$ cat config.mk
export PLATFORM = sky130hd
export DESIGN_NAME = ex_operand_stage
export DESIGN_NICKNAME = d
export VERILOG_FILES = /design/src/rtl/ex_operand_stage_pkg.sv /design/src/rtl/ex_operand_stage_fwd_mux.sv /design/src/rtl/ex_operand_stage.sv
export SDC_FILE = /design/constraint.sdc
export NUM_CORES = 1
export LEC_CHECK = 0
export ABC_AREA = 1
export BUFFER_PORTS_ARGS = -buffer_cell sky130_fd_sc_hd__clkbuf_2
export CAP_MARGIN = 20
export CORE_ASPECT_RATIO = 1.1
export CORE_MARGIN = 2
export CORE_UTILIZATION = 39
export CTS_CLUSTER_SIZE = 14
export DETAILED_ROUTE_END_ITERATION = 10
export HOLD_SLACK_MARGIN = 0.05
export PLACE_DENSITY_LB_ADDON = 0.25
export SLEW_MARGIN = 20
export SYNTH_ARGS = -nofsm -noshare
export SYNTH_HDL_FRONTEND = slang
export SYNTH_SLANG_ARGS = --single-unit
$ cat constraint.sdc
create_clock -name clk -period 4.33 [get_ports clk]
set_input_delay 0.433 -clock clk [delete_from_list [all_inputs] [get_ports clk]]
set_output_delay 0.433 -clock clk [all_outputs]
set_load 0.02 [all_outputs]
$ cat src/rtl/ex_operand_stage_pkg.sv
`default_nettype none
// ============================================================================
//  Module      : ex_operand_stage_pkg
//  Description : Shared constants for the execute operand stage, the ALU and
//                the decoder (opcode encodings, default widths, zero register)
//  Revision    : 1.0 - initial release
// ============================================================================
package ex_operand_stage_pkg;

  localparam int unsigned WIDTH_DEF = 32;
  localparam int unsigned RA_W_DEF  = 5;
  localparam int unsigned ALU_OP_W  = 3;

  typedef logic [ALU_OP_W-1:0] alu_op_t;

  localparam alu_op_t ALU_ADD  = 3'd0;
  localparam alu_op_t ALU_SUB  = 3'd1;
  localparam alu_op_t ALU_AND  = 3'd2;
  localparam alu_op_t ALU_OR   = 3'd3;
  localparam alu_op_t ALU_SRL  = 3'd4;
  localparam alu_op_t ALU_SRA  = 3'd5;
  localparam alu_op_t ALU_SGTU = 3'd6;
  localparam alu_op_t ALU_SGT  = 3'd7;

  // Register address 0 always reads as zero and is never written.
  localparam int unsigned ZERO_REG = 0;

endpackage
`default_nettype wire

$ cat src/rtl/ex_operand_stage_fwd_mux.sv
`default_nettype none
// ============================================================================
//  Module      : fwd_mux
//  Description : Operand bypass selector. Zero register wins, then the MEM
//                stage result, then the WB stage result, then register file.
//  Revision    : 1.0 - initial release
// ============================================================================
module fwd_mux
  import ex_operand_stage_pkg::*;
#(
  parameter int unsigned WIDTH = WIDTH_DEF,
  parameter int unsigned RA_W  = RA_W_DEF
) (
  input  logic [RA_W-1:0]  addr_i,
  input  logic [WIDTH-1:0] rf_data_i,
  input  logic             m_we_i,
  input  logic [RA_W-1:0]  m_addr_i,
  input  logic [WIDTH-1:0] m_data_i,
  input  logic             w_we_i,
  input  logic [RA_W-1:0]  w_addr_i,
  input  logic [WIDTH-1:0] w_data_i,
  output logic [WIDTH-1:0] data_o
);

  // Priority select: the younger MEM result shadows the older WB result.
  always_comb begin
    data_o = rf_data_i;
    if (addr_i == RA_W'(ZERO_REG)) begin
      data_o = '0;
    end else if (m_we_i && (m_addr_i == addr_i)) begin
      data_o = m_data_i;
    end else if (w_we_i && (w_addr_i == addr_i)) begin
      data_o = w_data_i;
    end
  end

endmodule
`default_nettype wire

$ cat src/rtl/ex_operand_stage.sv
`default_nettype none
// ============================================================================
//  Module      : ex_operand_stage
//  Description : ID/EX pipeline register feeding the ALU. Resolves bypassing
//                at capture, selects immediate for B, valid/ready on both
//                sides, flush, and a saturating backpressure counter.
//  Revision    : 1.0 - initial release
// ============================================================================
module ex_operand_stage
  import ex_operand_stage_pkg::*;
#(
  parameter int unsigned WIDTH = WIDTH_DEF,
  parameter int unsigned RA_W  = RA_W_DEF,
  parameter int unsigned CNT_W = 16
) (
  input  logic             clk,
  input  logic             reset,
  input  logic             flush,
  input  logic             id_valid,
  output logic             id_ready,
  input  logic [RA_W-1:0]  id_rs,
  input  logic [RA_W-1:0]  id_rt,
  input  logic [WIDTH-1:0] id_rd1,
  input  logic [WIDTH-1:0] id_rd2,
  input  logic [WIDTH-1:0] id_imm,
  input  logic             id_use_imm,
  input  logic [2:0]       id_alu_op,
  input  logic [RA_W-1:0]  id_dst,
  input  logic             id_we,
  input  logic             m_we,
  input  logic [RA_W-1:0]  m_addr,
  input  logic [WIDTH-1:0] m_data,
  input  logic             w_we,
  input  logic [RA_W-1:0]  w_addr,
  input  logic [WIDTH-1:0] w_data,
  output logic             ex_valid,
  input  logic             ex_ready,
  output logic [WIDTH-1:0] A,
  output logic [WIDTH-1:0] B,
  output logic [2:0]       ALUOp,
  output logic [RA_W-1:0]  ex_dst,
  output logic             ex_we,
  output logic [CNT_W-1:0] stall_cnt
);

  logic             valid_q, valid_d;
  logic [WIDTH-1:0] a_q, a_d;
  logic [WIDTH-1:0] b_q, b_d;
  alu_op_t          op_q, op_d;
  logic [RA_W-1:0]  dst_q, dst_d;
  logic             we_q, we_d;
  logic [CNT_W-1:0] cnt_q, cnt_d;

  logic [WIDTH-1:0] w_fwd_rs;
  logic [WIDTH-1:0] w_fwd_rt;

  fwd_mux #(.WIDTH(WIDTH), .RA_W(RA_W)) u_fwd_rs (
    .addr_i   (id_rs),
    .rf_data_i(id_rd1),
    .m_we_i   (m_we),
    .m_addr_i (m_addr),
    .m_data_i (m_data),
    .w_we_i   (w_we),
    .w_addr_i (w_addr),
    .w_data_i (w_data),
    .data_o   (w_fwd_rs)
  );

  fwd_mux #(.WIDTH(WIDTH), .RA_W(RA_W)) u_fwd_rt (
    .addr_i   (id_rt),
    .rf_data_i(id_rd2),
    .m_we_i   (m_we),
    .m_addr_i (m_addr),
    .m_data_i (m_data),
    .w_we_i   (w_we),
    .w_addr_i (w_addr),
    .w_data_i (w_data),
    .data_o   (w_fwd_rt)
  );

  // The slot is free when empty or being drained; flush deliberately not included.
  assign id_ready = !valid_q || ex_ready;

  // Next entry: flush clears, a free slot captures or bubbles, otherwise hold.
  always_comb begin
    valid_d = valid_q;
    a_d     = a_q;
    b_d     = b_q;
    op_d    = op_q;
    dst_d   = dst_q;
    we_d    = we_q;
    if (flush || (id_ready && !id_valid)) begin
      valid_d = 1'b0;
      a_d     = '0;
      b_d     = '0;
      op_d    = '0;
      dst_d   = '0;
      we_d    = 1'b0;
    end else if (id_ready) begin
      valid_d = 1'b1;
      a_d     = w_fwd_rs;
      b_d     = id_use_imm ? id_imm : w_fwd_rt;
      op_d    = id_alu_op;
      dst_d   = id_dst;
      we_d    = id_we && (id_dst != RA_W'(ZERO_REG));
    end
  end

  // Count stalled cycles, sticking at all-ones instead of wrapping.
  always_comb begin
    cnt_d = cnt_q;
    if (valid_q && !ex_ready && (cnt_q != '1)) begin
      cnt_d = cnt_q + CNT_W'(1);
    end
  end

  // Pipeline register and counter state.
  always_ff @(posedge clk) begin
    if (reset) begin
      valid_q <= 1'b0;
      a_q     <= '0;
      b_q     <= '0;
      op_q    <= '0;
      dst_q   <= '0;
      we_q    <= 1'b0;
      cnt_q   <= '0;
    end else begin
      valid_q <= valid_d;
      a_q     <= a_d;
      b_q     <= b_d;
      op_q    <= op_d;
      dst_q   <= dst_d;
      we_q    <= we_d;
      cnt_q   <= cnt_d;
    end
  end

  assign ex_valid  = valid_q;
  assign A         = a_q;
  assign B         = b_q;
  assign ALUOp     = op_q;
  assign ex_dst    = dst_q;
  assign ex_we     = we_q;
  assign stall_cnt = cnt_q;

endmodule
`default_nettype wire

* After elaboration in Yosys (flattened, before gate mapping)
Cells that the tools add are included.
** Storage, ports and cells
- Register bits :: 90
- Logic and storage cells :: 37
** Operators by class
- Reduce and logical (&&, ||, !) cells :: 17
- Eq/ne operators :: 5
- Add/sub/neg operators :: 1
- Muxes and demuxes :: 7
** Operators by type and width (count)
- 2-to-1 mux 32 bit :: 7
- == test 5 bit :: 4
- adder 16 x 1 -> 16 bit, second input constant :: 1
- inequality test 16 bit, second input constant :: 1
- logical NOT 5 bit :: 2
- logical AND 1 bit :: 8
- nonzero test 5 bit :: 1
- logical NOT 1 bit :: 3
- logical OR 1 bit :: 2
- OR reduction 2 bit :: 1

* Logic depth before layout (Yosys ltp)
- Word-level depth :: 6
- Depth in mapped cells :: 10
- Gate-level depth less buffers :: 9

* By module
From an unflattened synthesis, not the netlist that was laid out.
** Unflattened totals
- Cells, all modules :: 1137
- Area, all modules :: 6766.5 µm²
** By module, submodules not included
- ex_operand_stage :: times used 1, cells each 539, sequential area each 1801.7 µm², area an instance 4021.4 µm²
- fwd_mux :: times used 2, cells each 299, sequential area each 0.0 µm², area an instance 1372.6 µm²

* Worst setup path before layout
Ideal clock, no wire load.
- Path kind :: register -> register
- Start :: reg cnt_q[0] (netlist: stall_cnt[0])
- End :: reg cnt_q[1] (netlist: stall_cnt[1])
- Setup slack :: 2.674 ns
- Cell stages (with the launch flop) :: 10
- Data arrival time :: 1.540 ns
- Period minus slack after synthesis :: 1.656 ns
- Cell sequence :: dfxtp_1 > ha_1 > nand3_2 > nor3_4 > nand3_2 > nand2_4 > inv_4 > buf_6 > nor2_1 > nor2_1
** Between the ends
- Cells in the longest elaborated chain, start to end :: 2
- Elaborated cells on any way between the ends :: 3
** Ends and longest elaborated chain
- from (decl) :: line ex_operand_stage.sv:52 : logic [CNT_W-1:0] cnt_q, cnt_d;
- from (signal assigned) :: line ex_operand_stage.sv:134 : cnt_q <= cnt_d;
- branches (longest 2 deep; another with adder 16 x 1 -> 16 bit)
Several ways; the timed one is not identified.
A chain may end at the register's enable or synchronous reset.

* Worst setup path after layout
- Start :: reg valid_q (netlist: ex_valid)
- End :: out id_ready
** Between the ends
- Cells in the longest elaborated chain, start to end :: 2
** Ends and longest elaborated chain
- from (decl) :: line ex_operand_stage.sv:46 : logic valid_q, valid_d;
- from (signal assigned) :: line ex_operand_stage.sv:128 : valid_q <= valid_d;
- logical NOT 1 bit :: line ex_operand_stage.sv:82 : assign id_ready = !valid_q || ex_ready;
- logical OR 1 bit :: line ex_operand_stage.sv:82
- to (decl) :: line ex_operand_stage.sv:20 : output logic id_ready,
No other way between the ends.

==> metrics.txt <==
outcome=finished clean; first-pass GRT wire length=around 35000 um; min cycle time layout=3.11 ns; top-count cell post-synth=nand2_1; CTS tree=done; Clock Pin Slew Worst Setup and Hold Paths=0.07 ns; design area=~7500 um2; vias in the first global route=between 6000 and 7000; DR vias=7357; RSZ-0062 raised after global routing=false; Synth Register Bits=90; postcts setup bufs=0; Hold WS=around 0.31 ns; # resized after CTS=0; leakage=0.00375 uW; met3 GRT Util=0.0703; Distinct cells, synth=28; number of port buffers=287; met1 GRT Util=0.333; grt peak-use layer=met2; grt met2 use=0.496; Compound-Gate Fraction of Synth Area=0.143; Syn Inst Count=around 950; ys flop type=dfxtp_1; Hold Buf Count CTS=0; number of synthesized flops with an enable pin=0; final setup vio count=0; Final nets=between 1000 and 1500; ant diodes=0; Setup Skew=0.00890 ns; post-synthesis async set-or-reset flop share=0; Starting DRT DRC Count=around 600; Placed Area=7200 um2; Clk Latency, worst-skew pair=0.35 ns; Synth Net Count=1144; sequential element share of the synthesized area=0.316; Longest Clk Path Bufs=2; Die Footprint=15600 um2; Mapped Area=~5700 um2; WL per Instance=16.4 um; grt ovf=0; Initial Util=0.397; First-pass DRT Iterations=5; mux contribution to synthesized area=0; adder-cell share of the synthesized area=0.00219; Post-Synth XOR/XNOR Area=0.0153; synth cell count leaders=nand2_1, nor2_1, a21oi_1, dfxtp_1, nand3_1; CP Data Required Time=3.90 ns; worst endpoint data arrival time=2.67 ns; # clock sinks=90; Peak VDD IR=0.150 mV; DRC=0; I/O pin cnt=about 290; Chip Height=131 um; Max Transition Viols Final=0; fin crit share=0.717; type of the most critical hold path=input port to flip-flop; drt via density=5.32; gr usage total=0.285; Final WS setup=1.22 ns; final wirelength=22700 um; Slew headroom=0.401; H-tree levels=3; Synth Warn #=0; fmax=roughly 0.32 GHz; startpoint types=flip-flop; crit end category=output port; Final Hold Viols=0; pin count of the biggest net entering global routing=65; Die X=119 um; DP HPWL=16400 um; pre-CTS WS=around 1.5 ns; GPL Wtd Cong=0.922; largest area contributor in the netlist=dfxtp_1; Rows=46; dominant cells by area after synthesis=dfxtp_1, nand2_1, a21oi_1; core area=roughly 14000 um2; P&R area growth vs syn=31.3%; Crit Path Category=flip-flop to output port; DRT antenna net count=0; setup_tns=0 ns; Power Density=282 nW/um2; initial antenna violation count=0; Worst Path Max Fanout=32; largest family of logic cells by synthesized area=simple AND/OR/NAND/NOR gates; CTS buffer count=9; layout cells sized above 1=0.288; CTS root buf=clkbuf_16; Max Cap Violations=0; Tightest Pin Transition=0.898 ns; Post-Synth Simple-Gate Area=0.446; synthesized area per cell=6.04 um2; top-area cell type share of the netlist area=0.316
[worst paths after layout]
| path | startpoint | end | slack (ns) | depth (start not counted) |
|---|---|---|---|---|
| min reg2reg | A[29]$_SDFFE_PP0N_ | A[29]$_SDFFE_PP0N_ | 0.46 | 2 |
| min | id_alu_op[2] | ALUOp[2]$_SDFFE_PP0N_ | 0.31 | 3 |
| max reg2reg | ex_valid$_SDFFE_PP0N_ | A[10]$_SDFFE_PP0N_ | 1.64 | 8 |
| max | ex_valid$_SDFFE_PP0N_ | id_ready | 1.22 | 5 |
[metal layers]
layer | vias to the layer above | routed length, um
met3 | 69 | 2050
met4 | 0 | 842
li1 | 3624 | -
met5 | - | 0
met2 | 345 | 10800
met1 | 3319 | 8980
[final cells by class]
| class | instances | area, um2 |
|---|---|---|
| well taps | 192 | 240 |
| clock buffers | 11 | 253 |
| repair buffers | 298 | 1520 |
| clock inverters | 5 | 45.0 |
| flip-flops and latches | 90 | 1800 |
| fillers | 1541 | 6890 |
| inverters | 33 | 126 |
| multi-input cells | 755 | 3510 |
[flip-flops by register name, summed over array words and instances, names as in the netlist]
signal and count:
ex_dst 5, ALUOp 3, B 32, ex_valid 1, stall_cnt 16, A 32
ex_we 1
[power by group]
part / switching, uW / total, uW / internal (uW)
Clock: 370 / 801 / 431
Sequential: 14.4 / 866 / 851
Combinational: 284 / 445 / 161
[cell usage in the layout, fill, tap and decap left out, drive strengths merged, types with 2 or more instances in the layout]
cell type,synthesis,layout
a21oi,118,118
buf,38,11
clkbuf,30,298
dfxtp,90,90
inv,33,36
nand2,270,270
nand3,77,77
nand4,66,66
nor2,161,161
nor3,9,9
o21ai,39,39
xnor2,2,2
xor2,8,8
[metrics by stage]
stage,std cells,util,power (uW)
after floorplan,946,-,1130
after global placement,1368,0.500,1320
after detailed placement,1368,0.500,1320
after CTS,1384,0.521,2120
after global routing,1384,0.521,2210
final,1384,0.521,2110
[worst max-delay path, stage by stage (launching register included)]
cell and delay (ns):
dfxtp_1 0.33, inv_1 0.09, nor2_4 0.64, inv_1 0.66
buf_4 0.41, clkbuf_2 0.18
[cells by family (layout without fill, tap and decap cells)]
kind of cell / Yosys count / in the layout
xor+xnor: 10 / 10
flops: 90 / 90
fa+ha+maj: 1 / 1
simple gates: 584 / 584
buf+inv: 101 / 347
compound gates: 160 / 160
Note: power is estimated with default switching activity, not from simulation.
